<file path="src/rtl/led_pkg.sv">
// Shared types and helpers for the LED frame streamer.
//   stream_state_t : frame streamer FSM states
//   RGB_W / CH_W   : pixel and per-channel widths
//   scale_ch()     : one-channel brightness scale, (c * (b + 1)) >> 8
package led_pkg;

  localparam int unsigned RGB_W = 24;
  localparam int unsigned CH_W  = 8;

  typedef enum logic [1:0] {
    StIdle,
    StStream,
    StDrain
  } stream_state_t;

  // b + 1 makes 255 an identity scale. 0 gives c >> 8, which is always 0 for 8-bit c.
  function automatic logic [CH_W-1:0] scale_ch(input logic [CH_W-1:0] c,
                                               input logic [CH_W-1:0] b);
    logic [2*CH_W-1:0] p;
    p = {8'd0, c} * {7'd0, {1'b0, b} + 9'd1};
    return p[2*CH_W-1:CH_W];
  endfunction

endpackage

</file>
<file path="src/rtl/led_scale.sv">
// Combinational 3-channel brightness scaler.
//   rgb_i    : {R,G,B} input pixel
//   bright_i : global brightness, 0..255
//   rgb_o    : scaled {R,G,B}
module led_scale
  import led_pkg::*;
(
  input  logic [RGB_W-1:0] rgb_i,
  input  logic [CH_W-1:0]  bright_i,
  output logic [RGB_W-1:0] rgb_o
);

  always_comb begin
    rgb_o = {scale_ch(rgb_i[23:16], bright_i),
             scale_ch(rgb_i[15:8],  bright_i),
             scale_ch(rgb_i[7:0],   bright_i)};
  end

endmodule

</file>
<file path="src/rtl/led_frame_streamer.sv">
// Frame buffer plus streamer feeding a WS2812B serial driver.
//   clk_i, rst_i          : clock, synchronous active-high reset
//   wr_en_i/addr/data     : pixel buffer write port (out-of-range addresses ignored)
//   brightness_i          : global brightness, latched when a frame starts
//   start_i               : request one frame (accepted only when idle and driver not busy)
//   drv_ready_o/drv_rgb_o : pixel offered to the driver
//   drv_busy_i            : driver busy, including its latch/reset gap
//   drv_latched_i         : driver took the offered pixel (1-cycle pulse)
//   frame_busy_o          : frame in progress
//   frame_done_o          : 1-cycle pulse once the driver has gone idle after the frame
module led_frame_streamer
  import led_pkg::*;
#(
  parameter  int unsigned NUM_LEDS = 16,
  localparam int unsigned AW       = (NUM_LEDS > 1) ? $clog2(NUM_LEDS) : 1
) (
  input  logic             clk_i,
  input  logic             rst_i,
  input  logic             wr_en_i,
  input  logic [AW-1:0]    wr_addr_i,
  input  logic [RGB_W-1:0] wr_data_i,
  input  logic [CH_W-1:0]  brightness_i,
  input  logic             start_i,
  output logic             drv_ready_o,
  output logic [RGB_W-1:0] drv_rgb_o,
  input  logic             drv_busy_i,
  input  logic             drv_latched_i,
  output logic             frame_busy_o,
  output logic             frame_done_o
);

  // Buffer is sized to the full address space so every index is in bounds;
  // entries at or above NUM_LEDS are never written.
  localparam int unsigned    Depth   = 1 << AW;
  localparam logic [AW-1:0] LastIdx = AW'(NUM_LEDS - 1);

  logic [RGB_W-1:0] pix_q [Depth];

  stream_state_t    state_q, state_d;
  logic [AW-1:0]    idx_q, idx_d, fetch_idx;
  logic [CH_W-1:0]  bright_q, bright_d, scale_bright;
  logic [RGB_W-1:0] rgb_q, rgb_d, scaled;
  logic             ready_q, ready_d;
  logic             busy_q, busy_d;
  logic             done_q, done_d;
  logic             wr_ok, accept, last_pix;

  assign wr_ok    = wr_en_i && (32'(wr_addr_i) < NUM_LEDS);
  assign accept   = start_i && !drv_busy_i;
  assign last_pix = (idx_q == LastIdx);

  // No reset: pixel contents survive rst. Async read returns the pre-write value.
  always_ff @(posedge clk_i) begin
    if (wr_ok) begin
      pix_q[wr_addr_i] <= wr_data_i;
    end
  end

  // In idle the scaler looks at pixel 0 with live brightness so the first pixel is
  // ready the cycle after acceptance; while streaming it prefetches idx + 1.
  always_comb begin
    if (state_q == StIdle) begin
      fetch_idx    = '0;
      scale_bright = brightness_i;
    end else begin
      fetch_idx    = idx_q + AW'(1);
      scale_bright = bright_q;
    end
  end

  led_scale u_scale (
    .rgb_i    (pix_q[fetch_idx]),
    .bright_i (scale_bright),
    .rgb_o    (scaled)
  );

  always_ff @(posedge clk_i) begin
    if (rst_i) begin
      state_q  <= StIdle;
      idx_q    <= '0;
      bright_q <= '0;
      rgb_q    <= '0;
      ready_q  <= 1'b0;
      busy_q   <= 1'b0;
      done_q   <= 1'b0;
    end else begin
      state_q  <= state_d;
      idx_q    <= idx_d;
      bright_q <= bright_d;
      rgb_q    <= rgb_d;
      ready_q  <= ready_d;
      busy_q   <= busy_d;
      done_q   <= done_d;
    end
  end

  always_comb begin
    state_d = state_q;
    unique case (state_q)
      StIdle:   if (accept) state_d = StStream;
      StStream: if (drv_latched_i && last_pix) state_d = StDrain;
      StDrain:  if (!drv_busy_i) state_d = StIdle;
      default:  state_d = StIdle;
    endcase
  end

  always_comb begin
    idx_d    = idx_q;
    bright_d = bright_q;
    rgb_d    = rgb_q;
    ready_d  = ready_q;
    busy_d   = busy_q;
    done_d   = 1'b0;
    unique case (state_q)
      StIdle: begin
        if (accept) begin
          idx_d    = '0;
          bright_d = brightness_i;
          rgb_d    = scaled;
          ready_d  = 1'b1;
          busy_d   = 1'b1;
        end
      end
      StStream: begin
        if (drv_latched_i) begin
          if (last_pix) begin
            ready_d = 1'b0;
          end else begin
            idx_d = fetch_idx;
            rgb_d = scaled;
          end
        end
      end
      StDrain: begin
        if (!drv_busy_i) begin
          done_d = 1'b1;
          busy_d = 1'b0;
        end
      end
      default: ;
    endcase
  end

  assign drv_ready_o  = ready_q;
  assign drv_rgb_o    = rgb_q;
  assign frame_busy_o = busy_q;
  assign frame_done_o = done_q;

endmodule
</file>
<file path="config.mk">
export PLATFORM = sky130hd
export DESIGN_NAME = led_frame_streamer
export DESIGN_NICKNAME = d
export VERILOG_FILES = /design/src/rtl/led_pkg.sv /design/src/rtl/led_scale.sv /design/src/rtl/led_frame_streamer.sv
export SDC_FILE = /design/constraint.sdc
export NUM_CORES = 1
export LEC_CHECK = 0
export BUFFER_PORTS_ARGS = -buffer_cell sky130_fd_sc_hd__buf_2
export CAP_MARGIN = 20
export CORE_AREA = 2 2 231 233
export CTS_CLUSTER_SIZE = 20
export DETAILED_ROUTE_END_ITERATION = 8
export DIE_AREA = 0 0 233 235
export GPL_TIMING_DRIVEN = 0
export PLACE_DENSITY_LB_ADDON = 0.1
export SYNTH_ARGS = -nofsm -noshare
export SYNTH_HDL_FRONTEND = slang
export SYNTH_SLANG_ARGS = --single-unit
</file>
<file path="constraint.sdc">
create_clock -name clk_i -period 9.1 [get_ports clk_i]
set_input_delay 1.82 -clock clk_i [delete_from_list [all_inputs] [get_ports clk_i]]
set_output_delay 1.82 -clock clk_i [all_outputs]
set_load 0.005 [all_outputs]
</file>
==> flow_metrics.env <==
export IMPL_fin_ws_ns=0.386
export IMPL_yosysWarnings=0
export IMPL_grt_pass1_vias=15948
export IMPL_track_usage_pct=24.9
export IMPL_htree_levels=2
export IMPL_synth_area_mm2=0.0234
export IMPL_dpl_hpwl_um=49000
export IMPL_port_buffers=67
export IMPL_avgRoutedWirePerCell_um=23.6
export IMPL_firstDrtPassIters=5
export IMPL_drive_above_1_share_pct=12.5
export IMPL_clock_sink_count=425
export IMPL_synth_async_reset_ratio_pct=0
export IMPL_fin_crit_ns=8.71
export IMPL_root_buffer="clkbuf_16"
export IMPL_final_nets=2383
export IMPL_vdd_drop_max_mv=0.158
export IMPL_p_leak_uw=0.0102
export IMPL_reg2reg_slack_ns=0.45
export IMPL_worst_setup_path_start_kind="input port"
export IMPL_cpMostUsedCell="fa_1"
export IMPL_ys_types=74
export IMPL_synth_fa_ha_area_share_pct=15.5
export IMPL_grt_max_degree=22
export IMPL_viasPerCell=5.64
export IMPL_cp_data_required_time_ns=9.56
export IMPL_overflow=0
export IMPL_place_ws_ns=-0.963
export IMPL_avgSynthCellArea_um2=11.8
export IMPL_place_inst=2762
export IMPL_die_height_um=235
export IMPL_gp_congestion=0.881
export IMPL_syn_num_nets=2242
export IMPL_tns_ns=0
export IMPL_synth_xor_area_share_pct=1.03
export IMPL_rows=84
export IMPL_wl_um=67200
export IMPL_die_area_mm2=0.0548
export IMPL_synthCells=1982
export IMPL_status="finished, final reports clean"
export IMPL_clk_pin_slew_ns=0.06
export IMPL_area_growth_pct=14.6
export IMPL_cts_tree="yes"
export IMPL_antenna_found_initial=1
export IMPL_synthTopCellsByArea="edfxtp_1, fa_1, ha_1"
export IMPL_synth_seq_cells=425
export IMPL_synth_simple_gate_area_share_pct=13.3
export IMPL_hold_viol=0
export IMPL_clock_fmax_ghz=0.115
export IMPL_ff2ff_path_depth=25
export IMPL_design_core_area_mm2=0.0522
export IMPL_crit_chain="buf_2 > mux2i_4 > clkinvlp_4 > clkbuf_1 > ha_1 > o211ai_1 > xnor2_1 > clkbuf_2 > clkbuf_1 > nor2_1 > fa_1 > fa_1 > fa_1 > inv_1 > fa_1 > inv_1 > ha_1 > nand2_1 > nor4_1 > a211oi_1 > o31ai_1 > xnor2_1 > o21ai_1"
export IMPL_crit_slowest_cell="xnor2_1"
export IMPL_power_density_mw_per_mm2=222
export IMPL_mostFrequentLayoutCells="edfxtp_1, nand2_1, nor2_1, inv_1, fa_1"
export IMPL_yosysTopAreaCell="edfxtp_1"
export IMPL_cp_slowest_stage_delay_ns=0.68
export IMPL_drc=0
export IMPL_slew_headroom_pct=24.5
export IMPL_yosysTopAreaCellShare_pct=49.4
export IMPL_synth_edf_count=384
export IMPL_end_kind="register"
export IMPL_setup_viol=0
export IMPL_final_common_cell="edfxtp_1"
export IMPL_rsz0062_at_grt="no"
export IMPL_cts_hold_buffers=0
export IMPL_finalNonFillerCells=2851
export IMPL_crit_start="brightness_i[0]"
export IMPL_drtIter0Drc=1202
export IMPL_worst_ep_arrival_time_ns=9.18
export IMPL_hold_path_class="reg -> reg"
export IMPL_synth_compound_area_share_pct=9.44
export IMPL_period_share_pct=95.8
export IMPL_skew_ns=0.0287
export IMPL_drv_slew=0
export IMPL_crit_end="drv_rgb_o[22]"
export IMPL_reg2reg_to="drv_rgb_o[4]"
export IMPL_cp_max_fo=10
export IMPL_cts_max_path_buffers=3
export IMPL_ant_nets=0
export IMPL_synth_top_family_by_area="adder cells"
export IMPL_grt_pass1_wl_um=102000
export IMPL_initial_core_util_pct=44.7
export IMPL_clock_latency_ns=0.60
export IMPL_max_cap_viol_count=0
export IMPL_io_pins=69
export IMPL_via_count=16080
export IMPL_post_route_util_pct=51.3
export IMPL_seq_area_frac_synth_pct=52.9
export IMPL_path_class="in -> reg"
export IMPL_synth_ff_type="edfxtp_1"
export IMPL_cts_made_buffers=46
export IMPL_synth_mux_area_share_pct=2.94
export IMPL_die_width_um=233
export IMPL_tightest_slew_ns=1.10
export IMPL_reg2reg_from="idx_q[0]"
worst max-delay path: cells and delay by family:
kind / cells / cell delay, ns
AOI/OAI and AO/OA: 4 / 1.02
xor gates and xnor gates: 2 / 0.87
adders and majority gates: 6 / 2.66
buffers and inverters: 7 / 1.97
muxes: 1 / 0.14
and+or+nand+nor: 3 / 0.67
cell usage after synthesis (13+ instances only):
cell,number
inv_1,166
o21ai_0,13
nand3_1,51
or3_1,27
ha_1,98
nor3_1,15
or2_2,30
clkbuf_1,72
nor2_1,198
buf_1,24
xnor2_1,18
edfxtp_1,384
nor2b_1,64
a31oi_1,28
fa_1,120
buf_2,21
nand2_1,221
mux2i_1,36
dfxtp_1,41
a211oi_1,78
a21o_1,15
a21oi_1,40
a311oi_1,54
power breakdown:
part / internal (uW) / total [uW] / leakage [uW] / switching (uW)
Clock: 1130 / 1930 / 0.000756 / 800
Combinational: 737 / 1800 / 0.00559 / 1060
Sequential: 2200 / 2220 / 0.00380 / 24.0
cell type report:
cell class,count,area [um^2]
Antenna cell,3,7.51
Buffer,122,515
Clock buffer,51,1170
Clock inverter,34,399
Fill cell,4606,25500
Inverter,168,634
Multi-Input combinational cell,1267,10000
Sequential cell,425,12400
Tap cell,688,861
Timing Repair Buffer,93,798
state kept, by name, indices dropped and copies added, names as in the netlist:
| register | flops |
|---|---|
| pix_q | 384 |
| drv_rgb_o | 24 |
| bright_q | 8 |
| idx_q | 4 |
| state_q | 2 |
| drv_ready_o | 1 |
| frame_busy_o | 1 |
| frame_done_o | 1 |
metal layers:
metal | wire length (um) | vias up | GRT usage (%)
met4 | 1930 | 0 | 7.47
met3 | 3880 | 108 | 3.07
met2 | 32000 | 531 | 40.9
met5 | 0 | - | 0
li1 | - | 7345 | -
met1 | 29400 | 8096 | 34.7
timing repair:
| item | in CTS | in global routing |
|---|---|---|
| endpoints found under the setup margin | 11 | 11 |
| resized for setup | 3 | 11 |
| setup buffers | 0 | 0 |
| pin swaps | 0 | 0 |
logic make-up (layout without fill, tap and decap cells):
logic type | count (synthesis) | in the layout
compound gates | 298 | 298
xor+xnor | 26 | 26
fa+ha+maj | 218 | 218
buf+inv | 290 | 468
flops | 425 | 425
mux | 56 | 56
other cells | 0 | 3
simple gates | 669 | 669
worst min path at each step:
stage,endpoint,cells past startpoint,slack (ns),from
6_report,drv_rgb_o[20],2,0.45,drv_rgb_o[20]
5_1_grt,drv_rgb_o[20],2,0.46,drv_rgb_o[20]
4_1_cts,drv_rgb_o[11],2,0.45,drv_rgb_o[11]
3_5_place_dp,drv_rgb_o[9],2,0.44,drv_rgb_o[9]
3_3_place_gp,drv_rgb_o[22],2,0.43,drv_rgb_o[22]
2_1_floorplan,bright_q[0],2,0.44,bright_q[0]
metrics by stage:
stage | cell area [um^2] | hold slack [ns] | power (uW)
after CTS | 26700 | 0.452 | 5980
after detailed placement | 25100 | 0.441 | 4060
after global routing | 26800 | 0.463 | 6350
after global placement | 24600 | 0.432 | 4010
final | 26800 | 0.449 | 5950
after floorplan | 23400 | 0.436 | 3560
Power figures use the tool's default switching activity.
